<file path="config.mk">
export PLATFORM = sky130hd
export DESIGN_NAME = bus_xbar
export DESIGN_NICKNAME = d
export VERILOG_FILES = /design/src/rtl/bus_pkg.sv /design/src/rtl/bus_xbar_rr_arbiter.sv /design/src/rtl/bus_xbar.sv
export SDC_FILE = /design/constraint.sdc
export NUM_CORES = 1
export LEC_CHECK = 0
export BUFFER_PORTS_ARGS = -buffer_cell sky130_fd_sc_hd__buf_4
export CORE_AREA = 3 3 318 320
export DETAILED_ROUTE_END_ITERATION = 8
export DIE_AREA = 0 0 321 323
export GPL_TIMING_DRIVEN = 0
export PLACE_DENSITY = 0.3
export SLEW_MARGIN = 20
export SYNTH_ARGS = -nofsm -noshare
export SYNTH_HDL_FRONTEND = slang
export SYNTH_SLANG_ARGS = --single-unit
</file>
<file path="constraint.sdc">
create_clock -name clk -period 6.1 [get_ports clk]
set_clock_uncertainty 0.05 [all_clocks]
set_input_delay 1.22 -clock clk [delete_from_list [all_inputs] [get_ports clk]]
set_output_delay 1.22 -clock clk [all_outputs]
set_load 0.02 [all_outputs]
</file>
<file path="src/rtl/bus_pkg.sv">
// Shared definitions for the memory-bus interconnect: FSM state type,
// byte-strobe width derivation, index-width helper and the default SoC
// address map (RAM, LEDS, UART, TIMER).
package bus_pkg;

  typedef enum logic [1:0] {
    BUS_IDLE    = 2'd0,
    BUS_ACCESS  = 2'd1,
    BUS_RESPOND = 2'd2
  } bus_state_t;

  // One byte enable per data byte.
  function automatic int unsigned bus_strb_w(input int unsigned data_w);
    return data_w / 8;
  endfunction

  // Width of an index register for n items; never narrower than one bit.
  function automatic int unsigned bus_idx_w(input int unsigned n);
    return (n > 1) ? $clog2(n) : 1;
  endfunction

  localparam logic [63:0] BUS_RAM_BASE   = 64'h0000_0000_0000_0000;
  localparam logic [63:0] BUS_LEDS_BASE  = 64'h0000_0000_0001_0000;
  localparam logic [63:0] BUS_UART_BASE  = 64'h0000_0000_0002_0000;
  localparam logic [63:0] BUS_TIMER_BASE = 64'h0000_0000_0003_0000;

  localparam logic [63:0] BUS_RAM_MASK   = 64'hFFFF_FFFF_FFFF_0000;
  localparam logic [63:0] BUS_LEDS_MASK  = 64'hFFFF_FFFF_FFFF_FFFC;
  localparam logic [63:0] BUS_UART_MASK  = 64'hFFFF_FFFF_FFFF_FFF0;
  localparam logic [63:0] BUS_TIMER_MASK = 64'hFFFF_FFFF_FFFF_FFF0;

endpackage

</file>
<file path="src/rtl/bus_xbar_rr_arbiter.sv">
// Combinational round-robin arbiter: grants the first requester found
// after the last-granted index, wrapping around. The pointer register
// is owned by the instantiating block.
module rr_arbiter
  import bus_pkg::*;
#(
  parameter  int unsigned N     = 2,
  localparam int unsigned IDX_W = bus_idx_w(N)
) (
  input  logic [N-1:0]     req,
  input  logic [IDX_W-1:0] last,
  output logic [N-1:0]     grant,
  output logic [IDX_W-1:0] grant_idx,
  output logic             any_grant
);

  // Scan N positions starting just after the last grant; first hit wins.
  always_comb begin
    int unsigned c;
    grant     = '0;
    grant_idx = '0;
    any_grant = 1'b0;
    c         = 0;
    for (int unsigned k = 1; k <= N; k++) begin
      c = (32'(last) + k) % N;
      if (!any_grant && req[c]) begin
        any_grant = 1'b1;
        grant[c]  = 1'b1;
        grant_idx = IDX_W'(c);
      end
    end
  end

endmodule

</file>
<file path="src/rtl/bus_xbar.sv">
// Multi-master / multi-slave memory-bus interconnect. Round-robin
// arbitration, base/mask decode (lowest slave index wins on overlap),
// per-slave wait states and an error response for unmapped accesses.
// Optional ACCESS watchdog enabled by defining BUS_TIMEOUT_EN.
module bus_xbar
  import bus_pkg::*;
#(
  parameter  int unsigned NUM_MASTERS    = 2,
  parameter  int unsigned NUM_SLAVES     = 4,
  parameter  int unsigned ADDR_W         = 64,
  parameter  int unsigned DATA_W         = 64,
  parameter  logic [NUM_SLAVES*ADDR_W-1:0] SLAVE_BASE =
    {BUS_TIMER_BASE, BUS_UART_BASE, BUS_LEDS_BASE, BUS_RAM_BASE},
  parameter  logic [NUM_SLAVES*ADDR_W-1:0] SLAVE_MASK =
    {BUS_TIMER_MASK, BUS_UART_MASK, BUS_LEDS_MASK, BUS_RAM_MASK},
  parameter  int unsigned TIMEOUT_CYCLES = 255,
  localparam int unsigned STRB_W         = bus_strb_w(DATA_W),
  localparam int unsigned MIDX_W         = bus_idx_w(NUM_MASTERS)
) (
  input  logic                          clk,
  input  logic                          reset,
  input  logic [NUM_MASTERS*ADDR_W-1:0] m_address_in,
  input  logic [NUM_MASTERS-1:0]        m_read_in,
  input  logic [NUM_MASTERS-1:0]        m_write_in,
  input  logic [NUM_MASTERS*STRB_W-1:0] m_write_mask_in,
  input  logic [NUM_MASTERS*DATA_W-1:0] m_write_value_in,
  output logic [NUM_MASTERS*DATA_W-1:0] m_read_value_out,
  output logic [NUM_MASTERS-1:0]        m_ready_out,
  output logic [NUM_MASTERS-1:0]        m_error_out,
  output logic [ADDR_W-1:0]             s_address_out,
  output logic                          s_read_out,
  output logic                          s_write_out,
  output logic [STRB_W-1:0]             s_write_mask_out,
  output logic [DATA_W-1:0]             s_write_value_out,
  output logic [NUM_SLAVES-1:0]         s_sel_out,
  input  logic [NUM_SLAVES*DATA_W-1:0]  s_read_value_in,
  input  logic [NUM_SLAVES-1:0]         s_ready_in
);

  bus_state_t              state;
  logic [MIDX_W-1:0]       rr_ptr;
  logic [MIDX_W-1:0]       grant_idx;
  logic [DATA_W-1:0]       rsp_data;
  logic                    rsp_err;

  logic [NUM_MASTERS-1:0]  req;
  logic [NUM_MASTERS-1:0]  arb_grant;
  logic [MIDX_W-1:0]       arb_idx;
  logic                    arb_any;

  logic [ADDR_W-1:0]       g_addr;
  logic                    g_rd;
  logic                    g_wr;
  logic [STRB_W-1:0]       g_mask;
  logic [DATA_W-1:0]       g_wdata;

  logic [NUM_SLAVES-1:0]   hit_sel;
  logic                    hit_any;
  logic                    sel_ready;
  logic [DATA_W-1:0]       sel_data;
  logic                    timed_out;

  assign req = m_read_in | m_write_in;

  rr_arbiter #(.N(NUM_MASTERS)) u_arb (
    .req       (req),
    .last      (rr_ptr),
    .grant     (arb_grant),
    .grant_idx (arb_idx),
    .any_grant (arb_any)
  );

  // AND-OR mux of the granted master's request fields.
  always_comb begin
    g_addr  = '0;
    g_rd    = 1'b0;
    g_wr    = 1'b0;
    g_mask  = '0;
    g_wdata = '0;
    for (int unsigned m = 0; m < NUM_MASTERS; m++) begin
      if (arb_grant[m]) begin
        g_addr  = g_addr  | m_address_in[m*ADDR_W +: ADDR_W];
        g_rd    = g_rd    | m_read_in[m];
        g_wr    = g_wr    | m_write_in[m];
        g_mask  = g_mask  | m_write_mask_in[m*STRB_W +: STRB_W];
        g_wdata = g_wdata | m_write_value_in[m*DATA_W +: DATA_W];
      end
    end
  end

  // Base/mask decode of the granted address; lowest matching slave wins.
  always_comb begin
    hit_sel = '0;
    hit_any = 1'b0;
    for (int unsigned s = 0; s < NUM_SLAVES; s++) begin
      if (!hit_any &&
          ((g_addr & SLAVE_MASK[s*ADDR_W +: ADDR_W]) == SLAVE_BASE[s*ADDR_W +: ADDR_W])) begin
        hit_any    = 1'b1;
        hit_sel[s] = 1'b1;
      end
    end
  end

  // Ready and read data of the currently selected slave.
  always_comb begin
    sel_ready = |(s_ready_in & s_sel_out);
    sel_data  = '0;
    for (int unsigned s = 0; s < NUM_SLAVES; s++) begin
      if (s_sel_out[s]) sel_data = sel_data | s_read_value_in[s*DATA_W +: DATA_W];
    end
  end

`ifdef BUS_TIMEOUT_EN
  localparam int unsigned TO_W = bus_idx_w(TIMEOUT_CYCLES);
  logic [TO_W-1:0] wait_cnt;

  assign timed_out = (wait_cnt == TO_W'(TIMEOUT_CYCLES - 1));

  // Watchdog: zero outside ACCESS, counts every ACCESS cycle.
  always_ff @(posedge clk or negedge reset) begin
    if (!reset)                   wait_cnt <= '0;
    else if (state != BUS_ACCESS) wait_cnt <= '0;
    else                          wait_cnt <= wait_cnt + 1'b1;
  end
`else
  assign timed_out = 1'b0;
`endif

  // Transaction FSM: grant/decode in IDLE, hold in ACCESS, pulse in RESPOND.
  always_ff @(posedge clk or negedge reset) begin
    if (!reset) begin
      state             <= BUS_IDLE;
      rr_ptr            <= MIDX_W'(NUM_MASTERS - 1);
      grant_idx         <= '0;
      rsp_data          <= '0;
      rsp_err           <= 1'b0;
      s_address_out     <= '0;
      s_read_out        <= 1'b0;
      s_write_out       <= 1'b0;
      s_write_mask_out  <= '0;
      s_write_value_out <= '0;
      s_sel_out         <= '0;
    end else begin
      case (state)
        BUS_IDLE: begin
          if (arb_any) begin
            grant_idx         <= arb_idx;
            s_address_out     <= g_addr;
            s_write_value_out <= g_wdata;
            if (hit_any) begin
              s_sel_out        <= hit_sel;
              s_read_out       <= g_rd;
              s_write_out      <= g_wr;
              s_write_mask_out <= g_wr ? g_mask : '0;
              rsp_err          <= 1'b0;
              state            <= BUS_ACCESS;
            end else begin
              rsp_err  <= 1'b1;
              rsp_data <= '0;
              state    <= BUS_RESPOND;
            end
          end
        end
        BUS_ACCESS: begin
          if (sel_ready || timed_out) begin
            rsp_data         <= (sel_ready && s_read_out) ? sel_data : '0;
            rsp_err          <= !sel_ready;
            s_sel_out        <= '0;
            s_read_out       <= 1'b0;
            s_write_out      <= 1'b0;
            s_write_mask_out <= '0;
            state            <= BUS_RESPOND;
          end
        end
        BUS_RESPOND: begin
          rr_ptr <= grant_idx;
          state  <= BUS_IDLE;
        end
        default: state <= BUS_IDLE;
      endcase
    end
  end

  // Route the one-cycle response to the granted master only.
  always_comb begin
    m_ready_out      = '0;
    m_error_out      = '0;
    m_read_value_out = '0;
    if (state == BUS_RESPOND) begin
      for (int unsigned m = 0; m < NUM_MASTERS; m++) begin
        if (MIDX_W'(m) == grant_idx) begin
          m_ready_out[m]                        = 1'b1;
          m_error_out[m]                        = rsp_err;
          m_read_value_out[m*DATA_W +: DATA_W]  = rsp_data;
        end
      end
    end
  end

endmodule

</file>
==> run_results.csv <==
group,metric,value,unit
placed_design,portBuffers,811,
finish,layout-drive-gt1-share,0.464,
synth,synth.area.top_cells,"dfrtp_1 46%, a221oi_1 9.6%, and2_1 7.1%",
cts,h-tree-depth,1,
cts,root_buffer,"clkbuf_16",
synth,synth_top_area_share,0.464,
finish,fin_cells,3311,
cts,clockBufferDepth,3,
die,start_util,0.115,
worst_hold_path,min_path_type,"flop to flop",
detailed_routing,top_layer_used,"met5",
sta,max_freq,226,MHz
finish,multiInputGateArea,5560,sq um
grt,antenna_found_initial,20,
detailed_routing,dr.pass1.iters,6,
synth,syn_nets,1686,
worst_setup_path,max_stage_delay,0.57,ns
die,die-area,104000,sq um
cts,cts_hold_buf,0,
synth,yosysSeqAreaShare,0.466,
detailed_routing,drt_iter0_markers,665,
sta,rsz0062_at_grt,"false",
placed_design,postPlaceCellArea,19200,sq um
grt,grt_start_max_net_pins,85,
worst_setup_path,cp-start-kind,"flop",
sta,drv_slew,0,
placed_design,dp_hpwl,72700,um
finish,fin_nets,2534,
die,pin_count,812,
worst_setup_path,critical_path_class,"flop to output pin",
finish,final_area,20300,sq um
finish,regArea,5280,sq um
worst_setup_path,crit_chain,"nand2b_1 > nor2_1 > buf_1 > clkbuf_1 > and2_1 > buf_4",
detailed_routing,wl_per_cell,26.3,um
die,placementRows,115,
finish,fill_cells,11000,
grt,grt_use_total,0.159,
die,die_h,323,um
synth,synth.distinct_cells,42,
sta,max_slew_margin,0.291,
grt,grt-ovfl-total,0,
synth,synth_area_leader_cell,"dfrtp_1",
die,design.core.area,98400,sq um
cts,clkLatencyLatePin,0.62,ns
detailed_routing,vias,13300,
synth,ys_ff_latch,211,
synth,synth-edff-count,0,
sta,whs,0.443,ns
worst_setup_path,crit_required,4.83,ns
finish,area_delta_synth_final,78.9,%
job,drv_cap,0,
sta,fin_crit,4.42,ns
sta,worst_pin_slew,1.06,ns
synth,netlist_instances,1148,
worst_hold_path,min_from,"s_write_out$_DFFE_PN0P_",
detailed_routing,drcViolationCount,0,
status,status,"finished, final reports clean",
grt,grt_pass1_wl,117000,um
placed_design,gp_congestion,0.859,
pwr,power_density,447,nW/um^2
synth,syn_area_per_cell,9.87,sq um
placed_design,place_inst,3250,
worst_setup_path,cpLargestDelayFamily,"buffers and inverters",
detailed_routing,ant_nets,0,
die,die_w,321,um
cts,cts.repair.resized,0,
detailed_routing,wl_met2,43300,um
cts,cts_made_buffers,31,
worst_setup_path,rr_worst_depth,5,
pwr,cellLeakagePower,9.32,nW
sta,finalSetupViolations,0,
detailed_routing,wl_met1,34000,um
synth,yosysWarnings,0,
pwr,vdd_drop_max,0.000197,V
finish,final_cell_mix,"810 x buf_4, 210 x dfrtp_1, 141 x nand2_1, 134 x nor2_1, 128 x and2_1",
worst_setup_path,worstPathBufferInverterCount,3,
worst_hold_path,worstHoldEndpoint,"s_write_out$_DFFE_PN0P_",
sta,setup_tns,0,ns
synth,synthArstFlopShare,1.00,
cts,clk_pin_slew,0.06,ns
cts,postCtsSetupRepairBufs,0,
synth,ys.flop_type,"dfrtp_1",
cts,cts_tree,"built",
sta,post-route-period-util,0.725,
worst_hold_path,min_path_cells,1,
worst_setup_path,slowest_stage,"buf_1",
worst_setup_path,rrSetupSlack,3.08,ns
cts,cts_sinks,211,
worst_setup_path,rr_endpoint,"rsp_data[57]$_DFFE_PN0P_",
worst_setup_path,endpoint_kind,"output pin",
sta,hold_viol_final,0,
grt,grt_pass1_vias,14200,
detailed_routing,routed_wl,87200,um
detailed_routing,wl_met3,6850,um
worst_setup_path,worstPathMaxFanout,10,
worst_setup_path,crit_arrival,3.15,ns
worst_setup_path,r2r-start,"s_sel_out[0]$_DFFE_PN0P_",
synth,synth_area,11300,sq um
detailed_routing,viasPerCell,4.03,
worst_setup_path,cp_num_cells,6,
finish,layout_commonest_cell,"buf_4",
-- Yosys cell counts (3+ instances only) --
cell and number:
nand3_1 3, nand4_1 7, nor3_1 4, a22oi_1 69, nand2_1 141, o21ai_0 6, nor2_1 134, dfrtp_1 210
o2bb2ai_1 27, buf_2 5, a221oi_1 124, buf_1 12, clkbuf_1 83, and2_1 128, o2bb2ai_2 40, inv_1 5
a21oi_1 4, buf_6 8, a22o_1 82, nor4_1 28
-- metrics by stage --
| stage | setup slack (ns) | total power, mW | util |
|---|---|---|---|
| final | 1.68 | 9.06 | 0.206 |
| after global routing | 1.45 | 9.66 | 0.206 |
| after CTS | 1.56 | 9.31 | 0.206 |
| after detailed placement | 1.75 | 7.25 | 0.195 |
| after global placement | 1.64 | 7.20 | 0.193 |
| after floorplan | 3.11 | 4.66 | - |
-- cell type report --
cell class	instances	share of cell area
Buffer	108	0.0237
Multi-Input combinational cell	824	0.274
Sequential cell	211	0.261
Inverter	5	0.000926
Clock inverter	14	0.0112
Timing Repair Buffer	815	0.306
Clock buffer	42	0.0428
Tap cell	1287	0.0795
Antenna cell	5	0.000618
-- flip-flops by register name, summed over array words and instances (netlist names) --
name / cells
s_write_value_out: 64
rr_ptr: 1
s_write_mask_out: 8
state: 2
s_read_out: 1
rsp_data: 64
rsp_err: 1
grant_idx: 1
s_address_out: 64
s_sel_out: 4
s_write_out: 1
-- worst reg2reg max path, cell delays in order, from the launching register on --
cell,delay (ns)
dfrtp_1,0.55
a22oi_1,0.45
a21oi_1,0.25
nand2_1,0.55
clkbuf_1,0.86
o2bb2ai_1,0.14
-- kinds of logic after synthesis --
family / share of synthesized area
DFF: 0.466
and+or+nand+nor: 0.190
buffers and inverters: 0.0433
AOI/OAI and AO/OA: 0.300
-- how the worst max path moves through the flow --
stage / startpoint / to / slack, ns
finish: state[0]$_DFFE_PN0P_ / m_read_value_out[110] / 1.68
global route: state[0]$_DFFE_PN0P_ / m_read_value_out[110] / 1.45
global placement: reset / s_write_value_out[36]$_DFFE_PN0P_ / 1.64
detailed placement: m_address_in[27] / rsp_data[60]$_DFFE_PN0P_ / 1.75
floorplan: m_write_in[0] / s_sel_out[0]$_DFFE_PN0P_ / 3.11
CTS: state[0]$_DFFE_PN0P_ / m_read_value_out[110] / 1.56
-- power by group --
part / total (mW) / switching (mW) / internal [mW]
registers: 2.21 / 0.309 / 1.90
logic: 4.85 / 3.13 / 1.73
clock network: 1.99 / 0.786 / 1.21
-- routing by layer --
metal | up-vias | track usage
li1 | 6046 | -
met1 | 6494 | 0.183
met3 | 129 | 0.0467
met5 | - | 0
met2 | 657 | 0.280
met4 | 18 | 0.0544
No activity file was read; power rests on OpenSTA's default activity.
